==> config.mk <==
export PLATFORM = sky130hd
export DESIGN_NAME = arm_multicycle_ctrl
export DESIGN_NICKNAME = d
export VERILOG_FILES = /design/src/rtl/arm_multicycle_ctrl_pkg.sv /design/src/rtl/cond_logic.sv /design/src/rtl/arm_multicycle_ctrl.sv
export SDC_FILE = /design/constraint.sdc
export NUM_CORES = 1
export LEC_CHECK = 0
export ABC_AREA = 1
export BUFFER_PORTS_ARGS = -buffer_cell sky130_fd_sc_hd__buf_2
export CAP_MARGIN = 20
export CORE_ASPECT_RATIO = 1.1
export CORE_MARGIN = 2
export CORE_UTILIZATION = 30
export CTS_BUF_LIST = sky130_fd_sc_hd__clkbuf_16
export CTS_CLUSTER_SIZE = 20
export DETAILED_ROUTE_END_ITERATION = 6
export PLACE_DENSITY = 0.88
export SKIP_LAST_GASP = 1
export SLEW_MARGIN = 5
export SYNTH_ARGS = -nofsm -noshare
export SYNTH_HDL_FRONTEND = slang
export SYNTH_HIERARCHICAL = 1
export SYNTH_SLANG_ARGS = --single-unit
==> constraint.sdc <==
create_clock -name clk -period 1.1 [get_ports clk]
set_input_delay 0.055 -clock clk [delete_from_list [all_inputs] [get_ports clk]]
set_output_delay 0.055 -clock clk [all_outputs]
set_load 0.01 [all_outputs]
==> src/rtl/arm_multicycle_ctrl_pkg.sv <==
// Shared types and encodings for the multicycle ARM controller.
// Latency: none (definitions only).
// Backpressure: not applicable.
package arm_multicycle_ctrl_pkg;

    typedef enum logic [3:0] {
        S_FETCH  = 4'd0,
        S_DECODE = 4'd1,
        S_MEMADR = 4'd2,
        S_MEMRD  = 4'd3,
        S_MEMWB  = 4'd4,
        S_MEMWR  = 4'd5,
        S_EXECR  = 4'd6,
        S_EXECI  = 4'd7,
        S_ALUWB  = 4'd8,
        S_BRANCH = 4'd9
    } state_t;

    localparam logic [1:0] OP_DP  = 2'b00;
    localparam logic [1:0] OP_MEM = 2'b01;
    localparam logic [1:0] OP_BR  = 2'b10;

    localparam logic [3:0] CMD_AND = 4'b0000;
    localparam logic [3:0] CMD_SUB = 4'b0010;
    localparam logic [3:0] CMD_ADD = 4'b0100;
    localparam logic [3:0] CMD_CMP = 4'b1010;
    localparam logic [3:0] CMD_ORR = 4'b1100;

    localparam logic [1:0] ALU_ADD = 2'b00;
    localparam logic [1:0] ALU_SUB = 2'b01;
    localparam logic [1:0] ALU_AND = 2'b10;
    localparam logic [1:0] ALU_ORR = 2'b11;

    // Condition field encodings (AL = 4'hE, 4'hF never executes).
    localparam logic [3:0] CC_EQ = 4'h0, CC_NE = 4'h1, CC_CS = 4'h2, CC_CC = 4'h3;
    localparam logic [3:0] CC_MI = 4'h4, CC_PL = 4'h5, CC_VS = 4'h6, CC_VC = 4'h7;
    localparam logic [3:0] CC_HI = 4'h8, CC_LS = 4'h9, CC_GE = 4'hA, CC_LT = 4'hB;
    localparam logic [3:0] CC_GT = 4'hC, CC_LE = 4'hD, CC_AL = 4'hE;

    // ALU operation for a data-processing cmd; unsupported cmds fall back to ADD.
    function automatic logic [1:0] dp_alu_ctl(input logic [3:0] cmd);
        case (cmd)
            CMD_ADD:          return ALU_ADD;
            CMD_SUB, CMD_CMP: return ALU_SUB;
            CMD_AND:          return ALU_AND;
            CMD_ORR:          return ALU_ORR;
            default:          return ALU_ADD;
        endcase
    endfunction

    // True when a data-processing cmd writes its destination register.
    function automatic logic dp_writes_rd(input logic [3:0] cmd);
        return (cmd == CMD_ADD) || (cmd == CMD_SUB) ||
               (cmd == CMD_AND) || (cmd == CMD_ORR);
    endfunction

endpackage

==> src/rtl/cond_logic.sv <==
// ARM condition-code evaluator against registered NZCV; only built with CONDEX_EN.
// Latency: combinational.
// Backpressure: not applicable.
`ifdef CONDEX_EN
module cond_logic
    import arm_multicycle_ctrl_pkg::*;
(
    input  logic [3:0] cond,
    input  logic [3:0] flags,
    output logic       cond_ex
);

    logic n, z, c, v;
    assign {n, z, c, v} = flags;

    // Evaluate the condition field; 4'hF is treated as never.
    always_comb begin
        cond_ex = 1'b0;
        case (cond)
            CC_EQ: cond_ex = z;
            CC_NE: cond_ex = !z;
            CC_CS: cond_ex = c;
            CC_CC: cond_ex = !c;
            CC_MI: cond_ex = n;
            CC_PL: cond_ex = !n;
            CC_VS: cond_ex = v;
            CC_VC: cond_ex = !v;
            CC_HI: cond_ex = c && !z;
            CC_LS: cond_ex = !c || z;
            CC_GE: cond_ex = (n == v);
            CC_LT: cond_ex = (n != v);
            CC_GT: cond_ex = !z && (n == v);
            CC_LE: cond_ex = z || (n != v);
            CC_AL: cond_ex = 1'b1;
            default: cond_ex = 1'b0;
        endcase
    end

endmodule
`endif

==> src/rtl/arm_multicycle_ctrl.sv <==
// Multicycle ARM controller FSM; optional conditional execution via CONDEX_EN.
// Latency: LDR 5, STR 4, DP 4, B 3, op=11 2 cycles; outputs are Moore decode of State/Instr.
// Backpressure: none; sync active-low reset forces FETCH and masks all enables.
module arm_multicycle_ctrl
    import arm_multicycle_ctrl_pkg::*;
(
    input  logic        clk,
    input  logic        reset,
    input  logic [31:0] Instr,
    input  logic [3:0]  ALUFlags,
    output logic        PCWrite,
    output logic        IRWrite,
    output logic        MemWrite,
    output logic        RegWrite,
    output logic        AdrSrc,
    output logic        ALUSrcA,
    output logic [1:0]  ResultSrc,
    output logic [1:0]  ALUSrcB,
    output logic [1:0]  ImmSrc,
    output logic [1:0]  RegSrc,
    output logic [1:0]  ALUControl,
    output logic [3:0]  State
);

    logic [3:0] cond, cmd, rd;
    logic [1:0] op;
    logic       i_bit, s_bit, l_bit;
    state_t     state;
    logic [3:0] nzcv;
    logic       cond_ex;
    logic       pc_we, ir_we, mem_we, reg_we;

    assign cond  = Instr[31:28];
    assign op    = Instr[27:26];
    assign i_bit = Instr[25];
    assign cmd   = Instr[24:21];
    assign s_bit = Instr[20];
    assign l_bit = Instr[20];
    assign rd    = Instr[15:12];

`ifdef CONDEX_EN
    cond_logic u_cond_logic (
        .cond    (cond),
        .flags   (nzcv),
        .cond_ex (cond_ex)
    );
`else
    assign cond_ex = 1'b1;
    logic unused_cond;
    assign unused_cond = ^{cond, nzcv};
`endif

    logic unused_instr;
    assign unused_instr = ^{Instr[19:16], Instr[11:0]};

    // State sequencing and flag capture at the ALUWB edge.
    always_ff @(posedge clk) begin
        if (!reset) begin
            state <= S_FETCH;
            nzcv  <= '0;
        end else begin
            case (state)
                S_FETCH:  state <= S_DECODE;
                S_DECODE: begin
                    case (op)
                        OP_MEM:  state <= S_MEMADR;
                        OP_DP:   state <= i_bit ? S_EXECI : S_EXECR;
                        OP_BR:   state <= S_BRANCH;
                        default: state <= S_FETCH;
                    endcase
                end
                S_MEMADR: state <= l_bit ? S_MEMRD : S_MEMWR;
                S_MEMRD:  state <= S_MEMWB;
                S_EXECR,
                S_EXECI:  state <= S_ALUWB;
                default:  state <= S_FETCH;
            endcase
            if (state == S_ALUWB && s_bit && cond_ex)
                nzcv <= ALUFlags;
        end
    end

    // Moore decode of datapath controls from state and instruction fields.
    always_comb begin
        pc_we      = 1'b0;
        ir_we      = 1'b0;
        mem_we     = 1'b0;
        reg_we     = 1'b0;
        AdrSrc     = 1'b0;
        ALUSrcA    = 1'b0;
        ResultSrc  = 2'b00;
        ALUSrcB    = 2'b00;
        ALUControl = ALU_ADD;
        ImmSrc     = op;
        RegSrc     = (op == OP_BR)             ? 2'b01 :
                     (op == OP_MEM && !l_bit)  ? 2'b10 : 2'b00;
        case (state)
            S_FETCH: begin
                ir_we = 1'b1; pc_we = 1'b1;
                ALUSrcA = 1'b1; ALUSrcB = 2'b10; ResultSrc = 2'b10;
            end
            S_DECODE: begin
                ALUSrcA = 1'b1; ALUSrcB = 2'b10; ResultSrc = 2'b10;
            end
            S_MEMADR: ALUSrcB = 2'b01;
            S_MEMRD:  AdrSrc = 1'b1;
            S_MEMWB: begin
                ResultSrc = 2'b01;
                reg_we    = cond_ex;
                pc_we     = cond_ex && (rd == 4'd15);
            end
            S_MEMWR: begin
                AdrSrc = 1'b1;
                mem_we = cond_ex;
            end
            S_EXECR: ALUControl = dp_alu_ctl(cmd);
            S_EXECI: begin
                ALUSrcB    = 2'b01;
                ALUControl = dp_alu_ctl(cmd);
            end
            S_ALUWB: begin
                reg_we = cond_ex && dp_writes_rd(cmd);
                pc_we  = cond_ex && dp_writes_rd(cmd) && (rd == 4'd15);
            end
            S_BRANCH: begin
                ALUSrcB = 2'b01; ResultSrc = 2'b10;
                pc_we   = cond_ex;
            end
            default: ;
        endcase
    end

    // Reset masks every write enable in the cycle it is asserted.
    assign PCWrite  = pc_we  && reset;
    assign IRWrite  = ir_we  && reset;
    assign MemWrite = mem_we && reset;
    assign RegWrite = reg_we && reset;
    assign State    = state;

endmodule

# Yosys cells after proc, flatten, opt, wreduce, memory -nomap -nowiden
# Cells that the tools add are included.
[classes]
n_addsub = 0
n_mul = 0
div_mod_pow = 0
magnitude_cmp = 0
n_eq_ne = 16
shift = 0
n_mux = 16
n_bitwise = 0
n_reduce_logical = 20
[op_table]
columns = ["op", "count"]
rows = [
  ["== test 4 x 3 -> 1 bit, second input constant", 5],
  ["== test 4 bit, second input constant", 5],
  ["case mux 4 bit (5 select lines)", 1],
  ["== test 4 x 2 -> 1 bit, second input constant", 3],
  ["case mux 4 bit (3 select lines)", 1],
  ["OR reduction 2 bit", 5],
  ["zero test 4 bit", 2],
  ["case mux 2 bit (2 select lines)", 2],
  ["logical AND 1 bit", 6],
  ["two-way mux 2 bit", 3],
  ["case mux 2 bit (3 select lines)", 1],
  ["OR reduction 3 bit", 2],
  ["two-way mux 1 bit", 5],
  ["== test 4 x 1 -> 1 bit, second input constant", 1],
  ["logical OR 1 bit", 3],
  ["two-way mux 3 bit", 1],
  ["case mux 1 bit (3 select lines)", 1],
  ["== test 2 x 1 -> 1 bit, second input constant", 1],
  ["== test 2 bit, second input constant", 1],
  ["zero test 2 bit", 1],
  ["case mux 1 bit (2 select lines)", 1],
  ["zero test 1 bit", 1],
]
[totals]
reg_bits = 4
latchBits = 0
mem_bits_rw = 0
rom_bits = 0
inputBits = 38
output_inout_bits = 20
n_memories = 0

# Longest topological paths before layout
# Gate-level depths: netlist of run 1.
[logic_depth]
ltp_word = 7
ltp_mapped = 7
ltp_nobuf = 7

# Worst setup path after synthesis of run 1
# OpenSTA, ideal clock, no wires.
[synth_timing]
path_type = "register to output"
start = "reg state[2] (netlist: State[2])"
end = "out PCWrite"
t_arrival_ns = 0.999
setup_slack_ns = 0.046
path_stages_with_launch = 7
cell_sequence = "dfxtp_1 -> inv_2 -> nor2_2 -> nand2_2 -> a21oi_2 -> nand3_1 -> nand2_1"
[synth_between]
elab_chain_len = 4
[synth_lines]
columns = ["item", "line_no", "rtl"]
rows = [
  ["start, declared", "arm_multicycle_ctrl.sv:28", "state_t state;"],
  ["start signal, assigned", "arm_multicycle_ctrl.sv:67", "OP_DP: state <= i_bit ? S_EXECI : S_EXECR;"],
  ["start signal, assigned", "arm_multicycle_ctrl.sv:72", "S_MEMADR: state <= l_bit ? S_MEMRD : S_MEMWR;"],
  ["== test 4 bit / zero test 4 bit (equally long branches)", "arm_multicycle_ctrl.sv:97", "case (state)"],
  ["OR reduction 2 bit (no line)", "-", ""],
  ["case mux 1 bit (3 select lines) *", "arm_multicycle_ctrl.sv:97", ""],
  ["logical AND 1 bit *", "arm_multicycle_ctrl.sv:134", "assign PCWrite = pc_we && reset;"],
  ["end, declared", "arm_multicycle_ctrl.sv:11", "output logic PCWrite,"],
]
# Every way passes the cells marked *; elsewhere a longest branch is shown, timed or not.

# Worst setup path in the final report of run 1
# Same ends and word-level chain as after synthesis.

==> metrics.yaml, run 1 <==
worstPathMaxFanout: 5
final-seq-area_um2: 92.6
die_x_um: 40.4
grt_pass1_wl_mm: 1.99
design.core.area_mm2: 0.00137
ys_warn_count: 6
antenna_found_initial: 0
path_delay_family: "simple AND/OR/NAND/NOR gates"
slowest_stage: "dfxtp_4"
drt-initial-drc-count: 2
rows: 14
timing.final.crit_share: 1.16
final_max_slew_viol_count: 0
layout_commonest_cell: "buf_2"
drt-pass1-iter-count: 3
layout-drive-gt1-share: 0.606
n_antenna_cell: 0
setup_violations: 11
grt_overflow_total: 0
place_area_um2: 656
syn_area_per_cell_um2: 5.46
total_power_w: 0.00115
detail_route.wl_per_cell_um: 9.92
violations: "negative setup slack"
vias: 646
outcome: "complete, but fails checks"
finalWorstSetupSlack_ns: -0.177
post-route-util: 0.645
hpwl_mm: 1.05
cts.reportedPaths.clkPinSlew_ns: 0.03
hold_viol: 0
critical_path_class: "flip-flop to primary output"
grt_pass1_vias: 572
synthesis.nets: 118
worstHoldStart: "reset"
crit_path_frequent_cell: "nand2_1"
peakVddDrop_v: 0.00118
timing.rr.start: "State[3]$_SDFF_PN0_"
p_leak_nw: 0.510
clk_path_buf_depth: 2
max_stage_delay_ns: 0.35
ioPinCount: 58
cts_hold_buf: 0
avgViaCountPerCell: 4.52
critical_path_required_ns: 1.04
cap_violations: 0
clock_latency_ns: 0.22
gp_congestion: 0.789
fin_nets: 167
final_area_um2: 881
fin_cells: 143
drc_errors: 0
initial_core_util: 0.320
cts_tree: "yes"
clockRootBuffer: "clkbuf_16"
worst_ep_arrival_time_ns: 1.22
fill_cells: 122
setup.worst_path.start_class: "flip-flop"
netlist_instances: 80
place_inst: 134
drt-total-wl_mm: 1.42
slew_headroom: 0.876
cts_max_level: 1
grt_start_max_net_pins: 7
skew_ns: 0.00376
clock_sinks: 4
dieArea_mm2: 0.00178
timing.fmax_mhz: 783
synth_area_um2: 437
port_buffers: 33
crit_start: "State[2]$_SDFF_PN0_"
timing.final.crit_period_ns: 1.28
crit_chain: "buf_6, nor2_4, nand2_2, nand2_1, nand2_1, nand2_1, buf_2"
ys_ff_latch: 4
syn_to_final_growth_pct: 102
ant_nets: 0
worstMarginPinSlew_ns: 0.186
cts_buffers: 3
grt.total_usage: 0.156
end_kind: "primary output"
power_density_mw_per_mm2: 1310
synth_seq_area_share: 0.183
hp-class: "input port to flip-flop"
layout_common_cells: "buf_2, nand2_1, nor2_1"
multiInputGateArea_um2: 348
crit_buf_inv: 2
largest_reg_flops: 4
place_ws_ns: -0.0719
yosys.cell_types.count: 16
rsz0062_at_grt: "true"
die_h_um: 44.0
[tightest hold or removal path: cells and delay by family]
kind	cells	cell delay, ns
buffers and inverters	2	0.16
AOI/OAI and AO/OA	1	0.08
[synthesized netlist by cell type (all sizes together)]
cell / count / area, um2
a21oi: 7 / 38.8
a31oi: 1 / 6.26
buf: 3 / 26.3
dfxtp: 4 / 80.1
inv: 13 / 48.8
nand2: 23 / 93.8
nand3: 9 / 45.0
nand4: 2 / 12.5
nor2: 16 / 75.1
o21ai: 2 / 10.0
[per-stage QoR]
| step | TNS, ns | hold WS, ns |
|---|---|---|
| floorplan | 0 | 0.158 |
| global placement | -0.0294 | 0.317 |
| detailed placement | -0.104 | 0.326 |
| CTS | -1.25 | 0.107 |
| global route | -2.29 | 0.127 |
| finish | -1.45 | 0.103 |
[cell families after synthesis]
kind of cell | Yosys count | synth area share
buffers and inverters | 16 | 0.172
AND/OR/NAND/NOR | 50 | 0.519
AO/OA/AOI/OAI | 10 | 0.126
flip-flops | 4 | 0.183
[metal layers]
| metal | vias to the layer above | routed length (um) | global-route usage | part of all wire |
|---|---|---|---|---|
| li1 | 350 | - | - | - |
| met5 | - | 0 | 0 | 0 |
| met4 | 0 | 0 | 0.0400 | 0 |
| met3 | 0 | 98 | 0.0151 | 0.069 |
| met2 | 24 | 742 | 0.311 | 0.52 |
| met1 | 272 | 578 | 0.160 | 0.41 |
[timing repair]
item                                    4_1_cts  5_1_grt
resized for setup                            23       10
endpoints found under the setup margin       13       15
pin swaps                                     7        8
buffers inserted                              3        3
gates cloned                                  0        0
[area by class of cell]
class                      instances  share of cell area
clock buffer                       3              0.0852
tap                               16              0.0227
multi-input combinational         60               0.395
timing repair buffer              47               0.331
sequential                         4               0.105
inverter                          13              0.0611
[power by group]
part	total, W	switching (W)	internal, W	leakage, nW
Sequential	0.000189	0.0000283	0.000161	0.0353
Clock	0.000561	0.0000969	0.000464	0.0370
Combinational	0.000404	0.000207	0.000198	0.437
Total	0.00115	0.000332	0.000823	0.510
[final timing paths]
check | cells past startpoint | slack (ns) | end
hold / removal | 3 | 0.10 | State[2]$_SDFF_PN0_
setup / recovery | 7 | -0.18 | PCWrite
setup reg to reg | 7 | 0 | State[0]$_SDFF_PN0_
hold reg to reg | 3 | 0.62 | State[1]$_SDFF_PN0_
No activity file was read; power rests on OpenSTA's default activity.
==> run 2: changes to the inputs <==
--- a/config.mk
+++ b/config.mk
@@ -8,13 +8,12 @@
 export ABC_AREA = 1
 export BUFFER_PORTS_ARGS = -buffer_cell sky130_fd_sc_hd__buf_2
 export CAP_MARGIN = 20
-export CORE_ASPECT_RATIO = 1.1
 export CORE_MARGIN = 2
-export CORE_UTILIZATION = 30
+export CORE_UTILIZATION = 32
 export CTS_BUF_LIST = sky130_fd_sc_hd__clkbuf_16
 export CTS_CLUSTER_SIZE = 20
 export DETAILED_ROUTE_END_ITERATION = 6
-export PLACE_DENSITY = 0.88
+export PLACE_DENSITY = 0.92
 export SKIP_LAST_GASP = 1
 export SLEW_MARGIN = 5
 export SYNTH_ARGS = -nofsm -noshare
==> constraint.sdc (replaced) <==
create_clock -name clk -period 1.5 [get_ports clk]
set_input_delay 0.075 -clock clk [delete_from_list [all_inputs] [get_ports clk]]
set_output_delay 0.075 -clock clk [all_outputs]
set_load 0.01 [all_outputs]
==> metrics.yaml, run 2 (synthesized netlist as in run 1, its figures left out) <==
outcome: "completed"
gp_congestion: 0.860
crit_chain: "inv_2, nor2_2, nand2_2, a21oi_2, nand3_1, nand2_1, buf_2"
n_antenna_cell: 0
critical_path_required_ns: 1.42
design.core.area_mm2: 0.00128
drc_errors: 0
layout_commonest_cell: "buf_2"
cts_hold_buf: 0
grt_start_max_net_pins: 9
hpwl_um: 976
slew_headroom: 0.825
ant_nets: 0
initial_core_util: 0.340
cts.reportedPaths.clkPinSlew_ns: 0.03
clockRootBuffer: "clkbuf_16"
setup_violations: 0
grt_overflow_total: 0
worstMarginPinSlew_ns: 0.262
critical_path_class: "flip-flop to primary output"
avgViaCountPerCell: 4.78
fin_nets: 154
r2r_cells: 6
power_density_mw_per_mm2: 1100
min_path_cells: 3
die_x_um: 40.9
port_buffers: 33
largest_reg_flops: 4
rows: 13
timing.final.crit_period_ns: 1.35
clock_latency_ns: 0.22
detail_route.wl_per_cell_um: 8.94
p_leak_nw: 0.407
layout-drive-gt1-share: 0.439
skew_ns: 0.000546
cts_tree: "yes"
slowest_stage: "dfxtp_2"
die_h_um: 40.9
setup.worst_path.start_class: "flip-flop"
hold_viol: 0
layout_common_cells: "buf_2, nand2_1, nor2_1"
worstPathMaxFanout: 4
rsz0062_at_grt: "false"
whs_ns: 0.106
antenna_found_initial: 0
cts_buffers: 3
final-seq-area_um2: 83.8
ioPinCount: 58
cap_violations: 0
multiInputGateArea_um2: 282
drt-pass1-iter-count: 2
drt-initial-drc-count: 1
max_stage_delay_ns: 0.35
clk_path_buf_depth: 2
cts_max_level: 1
syn_to_final_growth_pct: 55.9
timing.final.crit_share: 0.899
drt-total-wl_mm: 1.15
final_max_slew_viol_count: 0
clock_sinks: 4
vias: 616
fill_cells: 133
grt_pass1_vias: 483
timing.fmax_mhz: 741
worst_ep_arrival_time_ns: 1.27
peakVddDrop_v: 0.000955
end_kind: "primary output"
hp-class: "input port to flip-flop"
grt.total_usage: 0.155
grt_pass1_wl_mm: 1.72
dieArea_mm2: 0.00168
finalSetupTns_ns: 0
[run 2: cell count changes in the layout (fill, tap and decap cells not counted), sizes merged]
cell	before	now
buf	47	34
[run 2: worst paths after layout]
kind	start	to	slack, ns
setup / recovery	State[2]$_SDFF_PN0_	PCWrite	0.15
hold / removal	reset	State[2]$_SDFF_PN0_	0.11
setup reg to reg	State[0]$_SDFF_PN0_	State[2]$_SDFF_PN0_	0.45
hold reg to reg	State[1]$_SDFF_PN0_	State[1]$_SDFF_PN0_	0.55
[run 2: repair_timing]
item,CTS,global route
setup endpoints to repair,0,1
resized for setup,0,3
setup buffers,0,0
[run 2: layer usage]
| metal | up-vias | GRT usage | share of wire |
|---|---|---|---|
| met5 | - | 0 | 0 |
| met4 | 0 | 0.125 | 0.033 |
| met3 | 4 | 0.0163 | 0.089 |
| met2 | 29 | 0.254 | 0.44 |
| met1 | 263 | 0.178 | 0.44 |
| li1 | 320 | - | - |
[run 2: power breakdown]
group          switching (W)  internal, W
clock              0.0000715     0.000340
combinational       0.000119    0.0000809
sequential         0.0000184     0.000118
[run 2: layout make-up]
cell class / instances / share of cell area
multi-input combinational: 60 / 0.414
inverter: 13 / 0.0717
sequential: 4 / 0.123
timing repair buffer: 34 / 0.254
tap: 15 / 0.0276
clock buffer: 3 / 0.110
[run 2: stage by stage]
step	power [W]	worst slack (ns)	instances	area [um2]	util
after floorplan	0.000263	0.426	80	437	-
after global placement	0.000332	0.347	126	602	0.468
after detailed placement	0.000337	0.310	126	602	0.468
after CTS	0.000752	0.0730	129	677	0.527
after global routing	0.000791	0.0180	129	681	0.530
final	0.000749	0.151	129	681	0.530
[run 2: worst max-delay path: cells and delay by family (launching register included)]
kind | cells | cell delay [ns]
buf+inv | 2 | 0.18
simple gates | 4 | 0.40
flops | 1 | 0.35
compound gates | 1 | 0.12
